==> config.mk <==
export PLATFORM = sky130hd
export DESIGN_NAME = seq_detect_prog_flat
export DESIGN_NICKNAME = d
export VERILOG_FILES = /design/src/rtl/seq_detect_prog_if.sv /design/src/rtl/seq_detect_prog.sv /design/src/flat_wrapper.sv
export SDC_FILE = /design/constraint.sdc
export NUM_CORES = 1
export LEC_CHECK = 0
export ABC_AREA = 1
export BUFFER_PORTS_ARGS = -buffer_cell sky130_fd_sc_hd__buf_4
export CAP_MARGIN = 20
export CELL_PAD_IN_SITES_DETAIL_PLACEMENT = 0
export CELL_PAD_IN_SITES_GLOBAL_PLACEMENT = 1
export CORE_ASPECT_RATIO = 0.8
export CORE_MARGIN = 3
export CORE_UTILIZATION = 45
export DETAILED_ROUTE_END_ITERATION = 6
export HOLD_SLACK_MARGIN = 0.02
export PLACE_DENSITY = 0.86
export SKIP_LAST_GASP = 1
export SYNTH_ARGS = -nofsm -noshare
export SYNTH_HDL_FRONTEND = slang
export SYNTH_SLANG_ARGS = --single-unit
export TNS_END_PERCENT = 5
==> constraint.sdc <==
create_clock -name clk -period 2.55 [get_ports clk]
set_input_delay 0 -clock clk [delete_from_list [all_inputs] [get_ports clk]]
set_output_delay 0 -clock clk [all_outputs]
set_load 0.1 [all_outputs]
==> src/rtl/seq_detect_prog_if.sv <==
// rtl/seq_detect_prog_if.sv - stream/config/status bundle for the programmable sequence detector
//
// Groups every non-clock, non-reset signal of seq_detect_prog.
//   din, din_valid              serial bit and its qualifier
//   cfg_we, cfg_pattern,        configuration load strobe, pattern (bit 0 newest),
//   cfg_len, cfg_overlap        length (1..MAX_LEN) and overlap mode
//   cnt_clr                     synchronous match counter clear
//   dout                        one-cycle registered match pulse
//   match_count                 saturating match counter
//   cfg_err                     stored length is invalid
// master drives the inputs and observes status; slave is the detector.

interface seq_detect_prog_if #(
    parameter int MAX_LEN = 8,
    parameter int CNT_W   = 8
);
    localparam int LEN_W = $clog2(MAX_LEN) + 1;

    logic               din;
    logic               din_valid;
    logic               cfg_we;
    logic [MAX_LEN-1:0] cfg_pattern;
    logic [LEN_W-1:0]   cfg_len;
    logic               cfg_overlap;
    logic               cnt_clr;
    logic               dout;
    logic [CNT_W-1:0]   match_count;
    logic               cfg_err;

    modport master (
        output din, din_valid, cfg_we, cfg_pattern, cfg_len, cfg_overlap, cnt_clr,
        input  dout, match_count, cfg_err
    );

    modport slave (
        input  din, din_valid, cfg_we, cfg_pattern, cfg_len, cfg_overlap, cnt_clr,
        output dout, match_count, cfg_err
    );
endinterface

==> src/rtl/seq_detect_prog.sv <==
// rtl/seq_detect_prog.sv - programmable serial bit-pattern detector with saturating match counter
//
// Pulses bus.dout for one cycle whenever the most recent len valid bits equal
// the low len bits of the stored pattern. Overlapping or non-overlapping
// matching is selected at configuration time.
// Ports:
//   clk    rising-edge clock
//   reset  asynchronous active-high reset
//   bus    seq_detect_prog_if.slave (serial input, config load, counter clear,
//          dout / match_count / cfg_err status)

module seq_detect_prog #(
    parameter int                 MAX_LEN = 8,
    parameter int                 CNT_W   = 8,
    parameter logic [MAX_LEN-1:0] DEF_PAT = 'b1010,
    parameter int                 DEF_LEN = 4
) (
    input  logic               clk,
    input  logic               reset,
    seq_detect_prog_if.slave   bus
);

    localparam int               LEN_W     = $clog2(MAX_LEN) + 1;
    localparam logic [LEN_W-1:0] MAX_LEN_L = LEN_W'(MAX_LEN);
    localparam logic [LEN_W-1:0] DEF_LEN_L = LEN_W'(DEF_LEN);
    localparam logic [LEN_W-1:0] ONE_L     = LEN_W'(1);
    localparam logic [CNT_W-1:0] CNT_MAX   = '1;

    typedef enum logic [1:0] {
        IDLE,
        FILL,
        RUN
    } state_t;

    function automatic logic len_ok(input logic [LEN_W-1:0] l);
        return (l != '0) && (l <= MAX_LEN_L);
    endfunction

    // State entered with an empty history: a one-bit pattern can match on
    // the very next valid bit, longer ones must collect len-1 bits first.
    function automatic state_t entry_state(input logic [LEN_W-1:0] l);
        if (!len_ok(l)) begin
            return IDLE;
        end else if (l == ONE_L) begin
            return RUN;
        end else begin
            return FILL;
        end
    endfunction

    // The oldest bit of a full-length match is still in hist while din
    // supplies the newest, so MAX_LEN-1 history bits are enough.
    state_t             state_q, state_d;
    logic [MAX_LEN-1:0] pat_q, pat_d;
    logic [LEN_W-1:0]   len_q, len_d;
    logic               ovl_q, ovl_d;
    logic [MAX_LEN-2:0] hist_q, hist_d;
    logic [LEN_W-1:0]   fill_q, fill_d;
    logic               dout_q, dout_d;
    logic [CNT_W-1:0]   cnt_q, cnt_d;

    logic [MAX_LEN-1:0] window;
    logic [MAX_LEN-1:0] mask;
    logic [LEN_W-1:0]   fill_inc;
    logic               match;

    always_comb begin
        window = {hist_q, bus.din};
        mask   = '0;
        for (int i = 0; i < MAX_LEN; i++) begin
            mask[i] = (i < int'(len_q));
        end
        fill_inc = (fill_q == MAX_LEN_L) ? fill_q : fill_q + ONE_L;
        // A config load owns the edge, so it suppresses any match.
        match = (state_q == RUN) && bus.din_valid && !bus.cfg_we &&
                (((window ^ pat_q) & mask) == '0);
    end

    always_comb begin
        state_d = state_q;
        pat_d   = pat_q;
        len_d   = len_q;
        ovl_d   = ovl_q;
        hist_d  = hist_q;
        fill_d  = fill_q;
        dout_d  = 1'b0;
        cnt_d   = cnt_q;

        if (bus.cfg_we) begin
            pat_d   = bus.cfg_pattern;
            len_d   = bus.cfg_len;
            ovl_d   = bus.cfg_overlap;
            hist_d  = '0;
            fill_d  = '0;
            state_d = entry_state(bus.cfg_len);
        end else if (state_q != IDLE && bus.din_valid) begin
            if (match && !ovl_q) begin
                // Non-overlapping: the matched bits must not seed the next match.
                hist_d  = '0;
                fill_d  = '0;
                state_d = entry_state(len_q);
            end else begin
                hist_d  = window[MAX_LEN-2:0];
                fill_d  = fill_inc;
                state_d = (fill_inc >= len_q - ONE_L) ? RUN : FILL;
            end
        end

        dout_d = match;

        if (bus.cnt_clr) begin
            cnt_d = match ? CNT_W'(1) : '0;
        end else if (match && cnt_q != CNT_MAX) begin
            cnt_d = cnt_q + CNT_W'(1);
        end
    end

    always_ff @(posedge clk or posedge reset) begin
        if (reset) begin
            state_q <= entry_state(DEF_LEN_L);
            pat_q   <= DEF_PAT;
            len_q   <= DEF_LEN_L;
            ovl_q   <= 1'b1;
            hist_q  <= '0;
            fill_q  <= '0;
            dout_q  <= 1'b0;
            cnt_q   <= '0;
        end else begin
            state_q <= state_d;
            pat_q   <= pat_d;
            len_q   <= len_d;
            ovl_q   <= ovl_d;
            hist_q  <= hist_d;
            fill_q  <= fill_d;
            dout_q  <= dout_d;
            cnt_q   <= cnt_d;
        end
    end

    assign bus.dout        = dout_q;
    assign bus.match_count = cnt_q;
    assign bus.cfg_err     = (state_q == IDLE);

endmodule

==> src/flat_wrapper.sv <==
// flat-port wrapper written by rule: the top's interface ports become plain ports
module seq_detect_prog_flat 
#(
    parameter int                 MAX_LEN = 8,
    parameter int                 CNT_W   = 8,
    parameter logic [MAX_LEN-1:0] DEF_PAT = 'b1010,
    parameter int                 DEF_LEN = 4
)
  (clk, reset, bus_din, bus_din_valid, bus_cfg_we, bus_cfg_pattern, bus_cfg_len, bus_cfg_overlap, bus_cnt_clr, bus_dout, bus_match_count, bus_cfg_err);
  seq_detect_prog_if #(.MAX_LEN(MAX_LEN), .CNT_W(CNT_W)) bus_i ();
  input  logic clk;
  input  logic reset;
  input wire logic [$bits(bus_i.din)-1:0] bus_din;
  input wire logic [$bits(bus_i.din_valid)-1:0] bus_din_valid;
  input wire logic [$bits(bus_i.cfg_we)-1:0] bus_cfg_we;
  input wire logic [$bits(bus_i.cfg_pattern)-1:0] bus_cfg_pattern;
  input wire logic [$bits(bus_i.cfg_len)-1:0] bus_cfg_len;
  input wire logic [$bits(bus_i.cfg_overlap)-1:0] bus_cfg_overlap;
  input wire logic [$bits(bus_i.cnt_clr)-1:0] bus_cnt_clr;
  output wire logic [$bits(bus_i.dout)-1:0] bus_dout;
  output wire logic [$bits(bus_i.match_count)-1:0] bus_match_count;
  output wire logic [$bits(bus_i.cfg_err)-1:0] bus_cfg_err;
  assign bus_i.din = bus_din;
  assign bus_i.din_valid = bus_din_valid;
  assign bus_i.cfg_we = bus_cfg_we;
  assign bus_i.cfg_pattern = bus_cfg_pattern;
  assign bus_i.cfg_len = bus_cfg_len;
  assign bus_i.cfg_overlap = bus_cfg_overlap;
  assign bus_i.cnt_clr = bus_cnt_clr;
  assign bus_dout = bus_i.dout;
  assign bus_match_count = bus_i.match_count;
  assign bus_cfg_err = bus_i.cfg_err;
  seq_detect_prog #(.MAX_LEN(MAX_LEN), .CNT_W(CNT_W), .DEF_PAT(DEF_PAT), .DEF_LEN(DEF_LEN)) u_core (.clk(clk), .reset(reset), .bus(bus_i));
endmodule
### Yosys cells after proc, flatten, opt, wreduce, memory -nomap -nowiden

Cells that the tools add are included.

* $add $sub $neg: 3
* equality and inequality tests: 5
* reductions and logical operators: 17
* bitwise gates (word level): 2
* magnitude comparators: 11
* multiplexer cells: 18

Operators with widths (number)
* 7-bit two-way mux: 3
* 3-bit by 4-bit less-than comparator with 1-bit output (first input constant): 4
* 2-bit two-way mux: 8
* 4-bit two-way mux: 4
* 8-bit two-way mux: 2
* 8-bit by 1-bit adder with 8-bit output (second input constant): 1
* 8-bit bitwise AND: 1
* 4-bit by 1-bit == test with 1-bit output (second input constant): 2
* 4-bit less-or-equal comparator (second input constant): 2
* 1-bit logical AND: 8
* 8-bit zero test: 1
* 1-bit by 4-bit less-than comparator with 1-bit output (first input constant): 2
* 2-bit by 4-bit less-than comparator with 1-bit output (first input constant): 2
* 8-bit inequality test (second input constant): 1
* 4-bit nonzero test: 2
* 8-bit XOR: 1
* 2-bit nonzero test: 3
* 4-bit by 1-bit adder with 4-bit output (second input constant): 1
* 4-bit == test (second input constant): 1
* 4-bit greater-or-equal comparator: 1
* 4-bit by 1-bit subtractor with 4-bit output (second input constant): 1
* 2-bit == test (second input constant): 1
* 1-bit zero test: 2
* 2-bit zero test: 1
* 1-bit two-way mux: 1

* register bits after elaboration: 35

### Longest topological paths before layout

* word-level depth: 8
* gate-level depth with buffers: 14
* gate-level depth less buffers: 14

### Least setup slack after synthesis

OpenSTA, ideal clock, no wires.

* path type: flip-flop to flip-flop
* start: register u_core.cnt_q[0] (netlist: u_core.bus.match_count[0])
* end: register u_core.cnt_q[5] (netlist: u_core.bus.match_count[5])
* slack: 0.261 ns
* data arrival time: 2.160 ns
* path buffers: 0
* clock period less this slack: 2.289 ns
* cell stages (with the launch flop): 9
* library setup time: 0.129 ns
* cell sequence: dfrtp_1 ha_1 nand2_1 nor3_1 nand3_1 nand2_4 nand2_4 nand2_1 o21ai_0

* word-level cells in the longest chain between the ends: 3

RTL lines
* start: declaration: line seq_detect_prog.sv:60 `logic [CNT_W-1:0] cnt_q, cnt_d;`
* start signal: assignment: line seq_detect_prog.sv:136 `cnt_q <= cnt_d;`
* 8-bit by 1-bit adder with 8-bit output or 8-bit inequality test (tied branches): line seq_detect_prog.sv:114, seq_detect_prog.sv:113
* 8-bit two-way mux or 1-bit logical AND (tied branches): line seq_detect_prog.sv:113 `end else if (match && cnt_q != CNT_MAX) begin`
* 8-bit two-way mux or 2-bit nonzero test (tied branches)

Several ways; a longest one is shown, not always the timed one. The select of a mux whose other input is x is not followed.
A chain may end at the register's enable or synchronous reset.

### Worst setup path in the final report

* start: register u_core.len_q[0]
* end: register u_core.state_q[1]

* word-level cells in the longest chain between the ends: 8

RTL lines
* start: declaration: line seq_detect_prog.sv:55 `logic [LEN_W-1:0] len_q, len_d;`
* start signal: assignment: line seq_detect_prog.sv:131 `len_q <= len_d;`
* parallel branches: the longest is 5 deep, another holds 4-bit by 1-bit subtractor with 4-bit output
* 2-bit two-way mux (*): line seq_detect_prog.sv:97 `if (match && !ovl_q) begin`
* 2-bit two-way mux (*): line seq_detect_prog.sv:96 `end else if (state_q != IDLE && bus.din_valid) begin`
* 2-bit two-way mux (*): line seq_detect_prog.sv:89 `if (bus.cfg_we) begin`
* end signal: assignment: line seq_detect_prog.sv:120 `state_q <= entry_state(DEF_LEN_L);`
* end signal: assignment: line seq_detect_prog.sv:129 `state_q <= state_d;`
* end: declaration: line seq_detect_prog.sv:53 `state_t state_q, state_d;`

Every way passes the cells marked *. The select of a mux whose other input is x is not followed.

==> metrics <==
register bit count reported by yosys 35; status complete, no violations; most frequent cells in the layout nand2_1, inv_1, dfrtp_1; Post-CTS Setup Inserts 0; Vias 1785; max-slew violations 0; setup_tns 0 ps; # DRC 0; CTS tree done; Final ANT Viol Nets 0; vias in the first global route between 1500 and 2000; power share of the clock group 0.390; Slew Limit Headroom 0.7018; die area 5381 µm²; largest net degree at the start of global routing 36; Synth Warn # 0; Ant. Diodes 0; Area growth, synth to finish 27.98%; dpl cells approximately 350; CTS Buf Count 5; Largest stage delay, worst path 400 ps; Die Wd 81.27 µm; Vias/cell around 4.8; # rows 21; overall power around 1.6 mW; sw frac 0.2938; Cell Area, Synth 2039 µm²; fmax 491.3 MHz; Arr. time, crit path approximately 2200 ps; Placed Area 2313 µm²; slowest CP cell dfrtp_1; worst vdd ir 352.0 µV; Mapped Nets 295; TritonRoute pass-1 iters 4; Worst setup EP type flop; CP Data Required Time 2740 ps; hpwl dp 3.359 mm; Die H 66.22 µm; Worst-path clk slew 70 ps; Cells after Synth 266; Initial Utilization 0.4762; Layout Skew 10.93 ps; hold crit path type in -> reg; DR iter-0 viols 75; hold buffers post-CTS 16; Startpoint Class flop; initial antenna violation count 0; share of layout cells above drive strength 1 0.1651; first-pass GRT wire length 7.769 mm; sequential power share 0.398; nets 343; io pins 29; worst reg2reg path depth 13; fin cells 372; worst-margin pin slew approximately 450 ps; Psw 0.4596 mW; Critical Path, Cell by Cell inv_1 -> ha_1 -> inv_1 -> nand2_1 -> inv_1 -> nor2_1 -> ha_1 -> nand2_1 -> o21ai_0 -> o21ai_0 -> nand2_1 -> nand2_1 -> nand2_1; sequential cell area fraction in the yosys report 0.4325; fin area 2610 µm²; MaxCap Viol Count 0; Layout fillers 385; Final GP Congestion 0.8568; Pwr Density between 500 and 600 nW/µm²; unrepaired setup endpoints after global routing no; Hold Violations, Final 0; synthesized area per cell 7.667 µm²; Internal 1.105 mW; Remaining Overflow, GRT 0; critical path class reg -> reg; gr usage total 0.1939; root buf cell clkbuf_8; Netlist cell types 27; crit-path most repeated cell nand2_1; crit path time final 2036 ps; Worst-Skew Late Latency around 300 ps; Post-CTS Resized 0; clock sink count 35; H-Tree Depth 2; Worst Hold Depth 3; commonest non-fill, non-tap cell in the layout nand2_1; CP Max Fanout 4; Clock Path Buffers 2; Leak Pwr 1.326 nW; final setup vio count 0; routed len/inst between 10 and 15 µm; Port Buf Inserts 28; final worst path period share 0.7982; combinational power share 0.212; routed wire length 4.601 mm; core area 4283 µm²
==> critical path: cells and delay by family (launching register included) <==
family	cells	cell delay, ps
fa+ha+maj	2	490
compound gates	2	310
flops	1	400
buf+inv	3	230
simple gates	6	510
==> path summary, 6_finish.rpt <==
kind | startpoint | endpoint | slack [ps]
setup / recovery | u_core.len_q[0]$_DFFE_PP0P_ | u_core.state_q[1]$_DFFE_PP0P_ | 510
hold / removal | bus_cfg_we | u_core.pat_q[3]$_DFFE_PP1P_ | 70
setup reg to reg | u_core.len_q[0]$_DFFE_PP0P_ | u_core.state_q[1]$_DFFE_PP0P_ | 510
hold reg to reg | u_core.pat_q[1]$_DFFE_PP1P_ | u_core.pat_q[1]$_DFFE_PP1P_ | 500
max in group asynchronous | reset | u_core.state_q[0]$_DFFE_PP1P_ | 1830
min in group asynchronous | reset | u_core.bus.match_count[5]$_DFFE_PP0P_ | 360
==> cell families after synthesis <==
group	Yosys count	synth area share
adders and majority gates	10	0.06135
DFF	35	0.4325
buffers and inverters	46	0.08466
AOI/OAI and AO/OA	40	0.1098
and+or+nand+nor	126	0.2730
xor gates and xnor gates	9	0.03865
==> final cells by class <==
type | instances | area, µm² | share of cell area
inverters | 42 | 157.7 | 0.06040
clock inverters | 3 | 67.56 | 0.02589
clock buffers | 5 | 68.82 | 0.02637
repair buffers | 45 | 377.9 | 0.1448
well taps | 57 | 71.32 | 0.02733
flip-flops and latches | 35 | 882.1 | 0.3380
multi-input cells | 185 | 984.7 | 0.3773
==> cells in the mapped netlist, drive strengths merged <==
master / n / area, µm²
o21ai: 25 / 128.9
nor3: 1 / 5.000
nor2: 23 / 107.6
nand4: 1 / 6.260
nand3: 23 / 120.1
inv: 41 / 153.9
dfstp: 5 / 131.4
o211ai: 1 / 7.510
xnor2: 1 / 8.760
o22ai: 9 / 56.30
nand2: 77 / 311.5
o41ai: 1 / 8.760
nor4: 1 / 6.260
xor2: 8 / 70.07
a21oi: 2 / 10.01
ha: 10 / 125.1
a31oi: 2 / 12.51
clkbuf: 4 / 15.01
dfrtp: 30 / 750.7
clkinv: 1 / 3.750
==> power by group through the flow <==
stage | clock network (mW) | logic [mW] | registers [mW]
after global placement | 0 | 0.310 | 0.633
after floorplan | 0 | 0.230 | 0.629
after global routing | 0.641 | 0.379 | 0.628
final | 0.610 | 0.332 | 0.623
after CTS | 0.620 | 0.334 | 0.623
after detailed placement | 0 | 0.313 | 0.633
==> per-stage QoR <==
| stage | worst slack [ps] | utilization | hold WS, ps |
|---|---|---|---|
| global route | 314.5 | 0.6094 | 103.7 |
| global placement | 623.4 | 0.5402 | 131.1 |
| detailed placement | 568.0 | 0.5402 | 154.8 |
| finish | 514.5 | 0.6094 | 69.58 |
| CTS | 552.9 | 0.6094 | 65.00 |
| floorplan | 261.1 | - | 114.4 |
==> sequential cells by signal, indices dropped and copies added, names as in the netlist <==
name                    flops
u_core.pat_q                8
u_core.state_q              2
u_core.fill_q               4
u_core.bus.match_count      8
u_core.ovl_q                1
u_core.bus.dout             1
u_core.hist_q               7
u_core.len_q                4
==> metal layers <==
| layer | wire (µm) | up-vias | GRT usage |
|---|---|---|---|
| met5 | 0 | - | 0 |
| met4 | 25 | 0 | 0.05696 |
| met3 | 223 | 2 | 0.05858 |
| met2 | 1923 | 35 | 0.2713 |
| met1 | 2429 | 798 | 0.2835 |
| li1 | - | 950 | - |
(Power assumes the default switching activity.)
